[config.mk]
export PLATFORM = sky130hd
export DESIGN_NAME = draw_rect_char
export DESIGN_NICKNAME = d
export VERILOG_FILES = /design/src/rtl/draw_rect_char.sv
export SDC_FILE = /design/constraint.sdc
export NUM_CORES = 1
export LEC_CHECK = 0
export BUFFER_PORTS_ARGS = -buffer_cell sky130_fd_sc_hd__buf_2
export CAP_MARGIN = 20
export CELL_PAD_IN_SITES_DETAIL_PLACEMENT = 1
export CELL_PAD_IN_SITES_GLOBAL_PLACEMENT = 2
export CORE_AREA = 2 2 117 119
export CTS_CLUSTER_SIZE = 8
export DETAILED_ROUTE_END_ITERATION = 16
export DIE_AREA = 0 0 119 121
export MAX_ROUTING_LAYER = met4
export PLACE_DENSITY_LB_ADDON = 0.1
export SYNTH_ARGS = -nofsm -noshare
export SYNTH_HDL_FRONTEND = slang
export SYNTH_SLANG_ARGS = --single-unit
[constraint.sdc]
create_clock -name clk -period 2.4 [get_ports clk]
set_input_delay 0.48 -clock clk [delete_from_list [all_inputs] [get_ports clk]]
set_output_delay 0.48 -clock clk [all_outputs]
set_load 0.005 [all_outputs]
[src/rtl/draw_rect_char.sv]
// Text-window overlay stage: 16x16 characters of 8x16 glyphs drawn over the VGA RGB stream.
// Build option CHAR_BG_FILL_EN: glyph-background pixels take BG_COLOR (opaque box) instead of rgb_in.
module draw_rect_char #(
   parameter int          XPOS     = 600,
   parameter int          YPOS     = 100,
   parameter int          COLS     = 16,
   parameter int          ROWS     = 16,
   parameter logic [11:0] FG_COLOR = 12'hEFF,
   parameter logic [11:0] BG_COLOR = 12'h60D
) (
   input  logic        clk,
   input  logic        rst,
   input  logic [10:0] hcount_in,
   input  logic [10:0] vcount_in,
   input  logic        hsync_in,
   input  logic        vsync_in,
   input  logic        hblnk_in,
   input  logic        vblnk_in,
   input  logic [11:0] rgb_in,
   output logic [7:0]  char_xy,
   input  logic [6:0]  char_code,
   output logic [3:0]  char_line,
   input  logic [7:0]  char_pixels,
   output logic [10:0] hcount_out,
   output logic [10:0] vcount_out,
   output logic        hsync_out,
   output logic        vsync_out,
   output logic        hblnk_out,
   output logic        vblnk_out,
   output logic [11:0] rgb_out
);

   localparam logic [10:0] X_LO = 11'(XPOS);
   localparam logic [10:0] X_HI = 11'(XPOS + COLS * 8);
   localparam logic [10:0] Y_LO = 11'(YPOS);
   localparam logic [10:0] Y_HI = 11'(YPOS + ROWS * 16);

`ifdef CHAR_BG_FILL_EN
   localparam bit BG_FILL = 1'b1;
`else
   localparam bit BG_FILL = 1'b0;
`endif

   typedef struct packed {
      logic [10:0] hcount;
      logic [10:0] vcount;
      logic        hsync;
      logic        vsync;
      logic        hblnk;
      logic        vblnk;
      logic [11:0] rgb;
   } timing_t;

   // Streaming stage: no valid/ready handshake, one pixel enters and one leaves every clock.
   timing_t    t_in, t1, t2, t3;
   logic       inside_in, inside1, inside2, inside3;
   logic [6:0] hrel;
   logic [7:0] vrel;
   logic [2:0] hrel1, hrel2, hrel3;
   logic [3:0] vrel1;
   logic       glyph_bit;
   logic [11:0] rgb_next;

   assign t_in = '{hcount: hcount_in, vcount: vcount_in, hsync: hsync_in, vsync: vsync_in,
                   hblnk: hblnk_in, vblnk: vblnk_in, rgb: rgb_in};

   // Only the low bits of the offsets are consumed; wrapped values are masked by inside.
   assign hrel      = hcount_in[6:0] - X_LO[6:0];
   assign vrel      = vcount_in[7:0] - Y_LO[7:0];
   assign inside_in = (hcount_in >= X_LO) && (hcount_in < X_HI) &&
                      (vcount_in >= Y_LO) && (vcount_in < Y_HI);

   assign glyph_bit = char_pixels[3'd7 - hrel3];

   always_comb begin
      rgb_next = t3.rgb;
      if (t3.hblnk || t3.vblnk)
         rgb_next = 12'h000;
      else if (inside3 && glyph_bit)
         rgb_next = FG_COLOR;
      else if (inside3)
         rgb_next = BG_FILL ? BG_COLOR : t3.rgb;
   end

   always_ff @(posedge clk) begin
      if (rst) begin
         t1         <= '0;
         t2         <= '0;
         t3         <= '0;
         inside1    <= 1'b0;
         inside2    <= 1'b0;
         inside3    <= 1'b0;
         hrel1      <= '0;
         hrel2      <= '0;
         hrel3      <= '0;
         vrel1      <= '0;
         char_xy    <= '0;
         char_line  <= '0;
         hcount_out <= '0;
         vcount_out <= '0;
         hsync_out  <= 1'b0;
         vsync_out  <= 1'b0;
         hblnk_out  <= 1'b0;
         vblnk_out  <= 1'b0;
         rgb_out    <= '0;
      end else begin
         // S1: window test and character-ROM address
         t1      <= t_in;
         inside1 <= inside_in;
         hrel1   <= hrel[2:0];
         vrel1   <= vrel[3:0];
         char_xy <= {vrel[7:4], hrel[6:3]};
         // S2: char_code arrives; glyph line presented alongside it
         t2        <= t1;
         inside2   <= inside1;
         hrel2     <= hrel1;
         char_line <= vrel1;
         // S3: char_pixels arrives
         t3      <= t2;
         inside3 <= inside2;
         hrel3   <= hrel2;
         // S4: registered outputs
         hcount_out <= t3.hcount;
         vcount_out <= t3.vcount;
         hsync_out  <= t3.hsync;
         vsync_out  <= t3.vsync;
         hblnk_out  <= t3.hblnk;
         vblnk_out  <= t3.vblnk;
         rgb_out    <= rgb_next;
      end
   end

endmodule

# After elaboration in Yosys (flattened, before gate mapping)
# Cells that the tools add are included.
op_classes:
  n_div: 0
  n_mul: 0
  n_reduce_logical: 7
  muxes: 3
  add_sub_neg: 3
  n_eq_ne: 0
  bitwise_logic: 0
  magnitude_cmp: 5
  n_shift: 0
op_table:
  columns: ["operator", "count"]
  rows:
  - ["$mux 12", 1]
  - ["$ge 11x10->1 const B", 1]
  - ["$ge 11x7->1 const B", 1]
  - ["$lt 11x10->1 const B", 1]
  - ["$lt 11x9->1 const B", 1]
  - ["$sub 8x7->8 const B", 1]
  - ["$sub 7x7->7 const B", 1]
  - ["$logic_and 1x1->1", 4]
  - ["$lt 3x4->1 const B", 1]
  - ["$bmux 1 s3", 1]
  - ["$reduce_or 3->1", 1]
  - ["$sub 3x3->3 const A", 1]
  - ["$reduce_or 2->1", 1]
  - ["$logic_or 1x1->1", 1]
  - ["$mux 1", 1]
totals:
  register_bits: 180
  word_cells: 56
  in_bits: 55
  ramBits: 0
  latch_bits: 0
  output_inout_bits: 50
  mem_count: 0
  romBits: 0

# Logic depth before layout (Yosys ltp)
depth:
  ltp_word: 5
  mapped_depth: 6
  mapped_depth_nobuf: 6

# Least setup slack after synthesis
# No wires, ideal clock.
synth_timing:
  path_kind: "input port to flip-flop"
  startpoint: "input rst"
  endpoint: "register char_xy[2]"
  setup_ps: 128
  slack_ps: 920
  arrival_time_ps: 1353
  stages: 4
  n_path_buf: 3
  cell_sequence: "clkbuf_1 clkbuf_1 buf_1 nor2_1"
synth_lines:
  columns: ["item", "line", "source"]
  rows:
  - ["from (decl)", "12", "input logic rst,"]
  - ["to (signal assigned)", "112", "char_xy <= {vrel[7:4], hrel[6:3]};"]
  - ["to (decl)", "20", "output logic [7:0] char_xy,"]
# No word-level cell between the ends.

# Final worst setup path
layout_timing:
  startpoint: "register t3[12] (netlist name)"
  endpoint: "register rgb_out[6]"
layout_via:
  elab_chain_len: 2
layout_rtl:
  columns: ["item", "line", "source"]
  rows:
  - ["from (decl)", "55", "timing_t t_in, t1, t2, t3;"]
  - ["from (signal assigned)", "119", "t3 <= t2;"]
  - ["$logic_or 1x1->1", "77", "if (t3.hblnk || t3.vblnk)"]
  - ["$reduce_or 2->1 (no source line)", null, null]
  - ["to (signal assigned)", "129", "rgb_out <= rgb_next;"]
  - ["to (decl)", "30", "output logic [11:0] rgb_out"]
# No other way between the ends.
# A chain may end at the register's enable or synchronous reset.

==> metrics.md <==
| Metric | Value |
|---|---|
| Status | `finished clean` |
| Crit. Startpoint | `t3[12]` |
| Cts bufs inserted | `17` |
| Worst-Margin Slew | `0.9759 ns` |
| Resize count post-CTS | `0` |
| Adder-Cell Fraction of Synth Area | `0.7862%` |
| XOR/XNOR Fraction of Synth Area | `1.101%` |
| Synth Cell Area | `4775 um^2` |
| Drt wl/cell | `11.85 um` |
| Top Ports | `105` |
| Fill cells | `1409` |
| Clock-pin slew on the worst setup and hold paths | `0.06 ns` |
| Hold Crit Class | `in2reg` |
| RR Startpoint | `t3[12]` |
| Ranking of synthesized cells by area | `dfxtp_1 (70%), nor2b_1 (19%), a21o_1 (1.7%), clkbuf_1 (1.3%), xor2_1 (0.92%)` |
| Psw | `1.101 mW` |
| Cells after Synth | `392` |
| Via Count | `2762` |
| Clk_skew | `0.002170 ns` |
| Fin nets | `547` |
| Core box area | `13090 um^2` |
| Tot GR Track Use | `12.35%` |
| Largest family of logic cells by synthesized area | `simple AND/OR/NAND/NOR gates` |
| Initial antenna violation count | `0` |
| VDD IR max | `0.4431 mV` |
| Clk network pwr share | `43.9%` |
| Root Driver | `clkbuf_16` |
| Post-synthesis mux area share | `0.7862%` |
| Final hold vios | `0` |
| Final Wtd Congestion | `0.6879` |
| Syn_nets | `450` |
| Gate power share | `4.1%` |
| Cell at the slowest stage of the critical path | `nor4b_2` |
| Post-synthesis cell type count | `31` |
| Worst skew pair latency | `0.40 ns` |
| Slew Viols, Final | `0` |
| Req. time, crit path | `2.75 ns` |
| Share of cells above drive strength 1 | `26.20%` |
| Max Cap Viol | `0` |
| Die W | `119 um` |
| # diodes | `0` |
| Post-DP Area | `5420 um^2` |
| Row count | `42` |
| Area delta synth->final | `24.79%` |
| Crit path DAT | `2.22 ns` |
| Total wire length | `8.010 mm` |
| Relative slew slack | `34.77%` |
| R2R Setup Slk | `0.52 ns` |
| F_max | `533.1 MHz` |
| Pin count of the biggest net entering global routing | `155` |
| Starting Density | `36.49%` |
| DRC Markers | `0` |
| Worst setup SP type | `register` |
| Minimum clock period | `1.876 ns` |
| ANT nets after route | `0` |
| RSZ-0062 raised after global routing | `no` |
| Post-CTS Hold Fix Bufs | `0` |
| Internal power | `4.462 mW` |
| Global-route wire length before repair | `13.09 mm` |
| Yosys top cell by area | `dfxtp_1` |
| Number of global-route vias before repair | `2689` |
| CP Buf/Inv Count | `0` |
| Hold path startpoint | `hsync_in` |
| Crit-path max cell delay | `0.88 ns` |
| Leak | `2.678 nW` |
| Seq cells post-synth | `167` |
| Pwr Density | `933.8 nW/um^2` |
| First-pass iteration count of the detailed router | `4` |
| Sequential share of the synthesized area | `70.02%` |
| Clk buf depth | `2` |
| Largest delay share family, worst path | `simple AND/OR/NAND/NOR gates` |
| Final worst slack | `0.5243 ns` |
| Net Sw Frac | `19.80%` |
| Post-CTS Repair Setup Buffers | `0` |
| CP endpoint kind | `register` |
| Vias per cell | `4.086` |
| Crit-path cells | `nor3_1, nor4b_2, a21o_1` |
| Port Buffer Count | `97` |
| Setup CP Type | `reg2reg` |
| Share of synthesized registers carrying an async set or reset | `0%` |
| Simple-gate portion of the synthesized area | `21.15%` |
| TritonCTS clock tree | `built` |
| Total gr overflow | `0` |
| Pre-CTS setup slack | `0.2488 ns` |
| Clock Sinks | `167` |
| DIE AREA | `14400 um^2` |
| Syn Area/Cell | `12.18 um^2` |
| DRT iter0 DRCs | `149` |
| Final setup viols | `0` |
| Setup_tns | `0 ns` |
| Utilization after layout | `45.53%` |
| Ys Warns | `0` |
| Final instance area | `5958 um^2` |
| Number of synthesized flops with an enable pin | `0` |
| Crit share post-route | `78.15%` |
| Dominant synthesized flop cell | `dfxtp_1` |
| Max H-tree Level | `4` |
| Final Non-Filler Cells | `676` |
| Final HPWL DP | `5.172 mm` |
| Die Ht | `121 um` |
| Worst Path Max Fanout | `11` |
| Sequential power share | `52.0%` |
| Post-synth top area share | `70.02%` |
| Dpl cells | `646` |
| Post-synthesis compound-gate area fraction | `4.036%` |
-- per-stage QoR --
stage	power, mW	hold WS, ns
6_report	5.564	0.2811
5_1_grt	5.818	0.2581
4_1_cts	5.668	0.2515
3_5_place_dp	3.191	0.4148
3_3_place_gp	3.183	0.4128
2_1_floorplan	3.084	0.4031
-- kinds of logic after synthesis --
family / Yosys count
mux: 3
simple gates: 165
fa+ha+maj: 3
compound gates: 24
xor+xnor: 6
buf+inv: 24
flops: 167
-- power groups by stage --
| stage | clock network, mW | registers [mW] | logic (mW) |
|---|---|---|---|
| global route | 2.65 | 2.90 | 0.260 |
| detailed placement | 0 | 2.96 | 0.233 |
| CTS | 2.54 | 2.90 | 0.235 |
| finish | 2.44 | 2.90 | 0.228 |
| global placement | 0 | 2.95 | 0.229 |
| floorplan | 0 | 2.95 | 0.130 |
-- final cells by class --
class / instances / area, um^2 / share of cell area, %
Clock buffer: 27 / 523.0 / 8.778
Clock inverter: 3 / 15.01 / 0.2520
Inverter: 3 / 11.26 / 0.1890
Multi-Input combinational cell: 201 / 1330 / 22.32
Sequential cell: 167 / 3343 / 56.11
Tap cell: 176 / 220.2 / 3.696
Timing Repair Buffer: 99 / 515.5 / 8.652
-- worst paths after layout --
kind / endpoint / depth (start not counted)
max: rgb_out[6] / 3
min: t1[15] / 2
max reg2reg: rgb_out[6] / 3
min reg2reg: rgb_out[0] / 1
-- state kept, by name, indices dropped and copies added (netlist names) --
name and count:
t1 38, hcount_out 11, vsync_out 1, inside2 1
inside3 1, vrel1 2, rgb_out 12, char_xy 8
vcount_out 11, hblnk_out 1, hsync_out 1, t2 36
inside1 1, char_line 4, t3 38, vblnk_out 1
-- per-layer routing --
| layer | up-vias | wire [um] | global-route usage (%) |
|---|---|---|---|
| met2 | 74 | 3749 | 18.18 |
| met1 | 1262 | 3636 | 14.23 |
| met3 | 12 | 476 | 5.028 |
| li1 | 1414 | - | - |
| met4 | 0 | 148 | 7.143 |
| met5 | - | 0 | - |
-- Yosys cell counts, drive strengths merged (3+ instances only) --
cell	n
inv	3
mux2	3
nand2b	3
ha	3
dfxtp	167
o21ai	4
xor2	5
nor2b	144
nor2	11
a21o	11
buf	5
clkbuf	16
-- cells in the final DEF (no fill, tap or decap) --
cell / synthesis / routed
dfxtp_1: 167 / 167
nor2b_1: 144 / 144
buf_2: 0 / 96
clkbuf_16: 0 / 17
nor2_1: 11 / 11
a21o_1: 11 / 11
clkbuf_8: 0 / 6
xor2_1: 5 / 5
clkbuf_1: 16 / 4
inv_1: 3 / 3
nand2b_1: 3 / 3
ha_1: 3 / 3
clkinv_2: 0 / 3
nor3_1: 2 / 2
o311a_1: 2 / 2
a311oi_1: 2 / 2
o21ai_1: 2 / 2
buf_4: 3 / 2
a21oi_1: 1 / 1
mux2_4: 1 / 1
o21ai_2: 1 / 1
a2111oi_2: 1 / 1
nand2_1: 1 / 1
mux2_1: 1 / 1
mux2_2: 1 / 1
o22ai_2: 1 / 1
nor4b_2: 1 / 1
o21ai_0: 1 / 1
xnor2_1: 1 / 1
o21a_1: 1 / 1
nor4b_1: 1 / 1
nor4_1: 1 / 1
nand3_1: 1 / 1
a2111oi_0: 1 / 1
buf_12: 0 / 1
-- worst reg2reg max path: stages (launching register included) --
cell and delay, ns:
dfxtp_1 0.30, nor3_1 0.47, nor4b_2 0.89, a21o_1 0.16
Note: power is estimated with default switching activity, not from simulation.
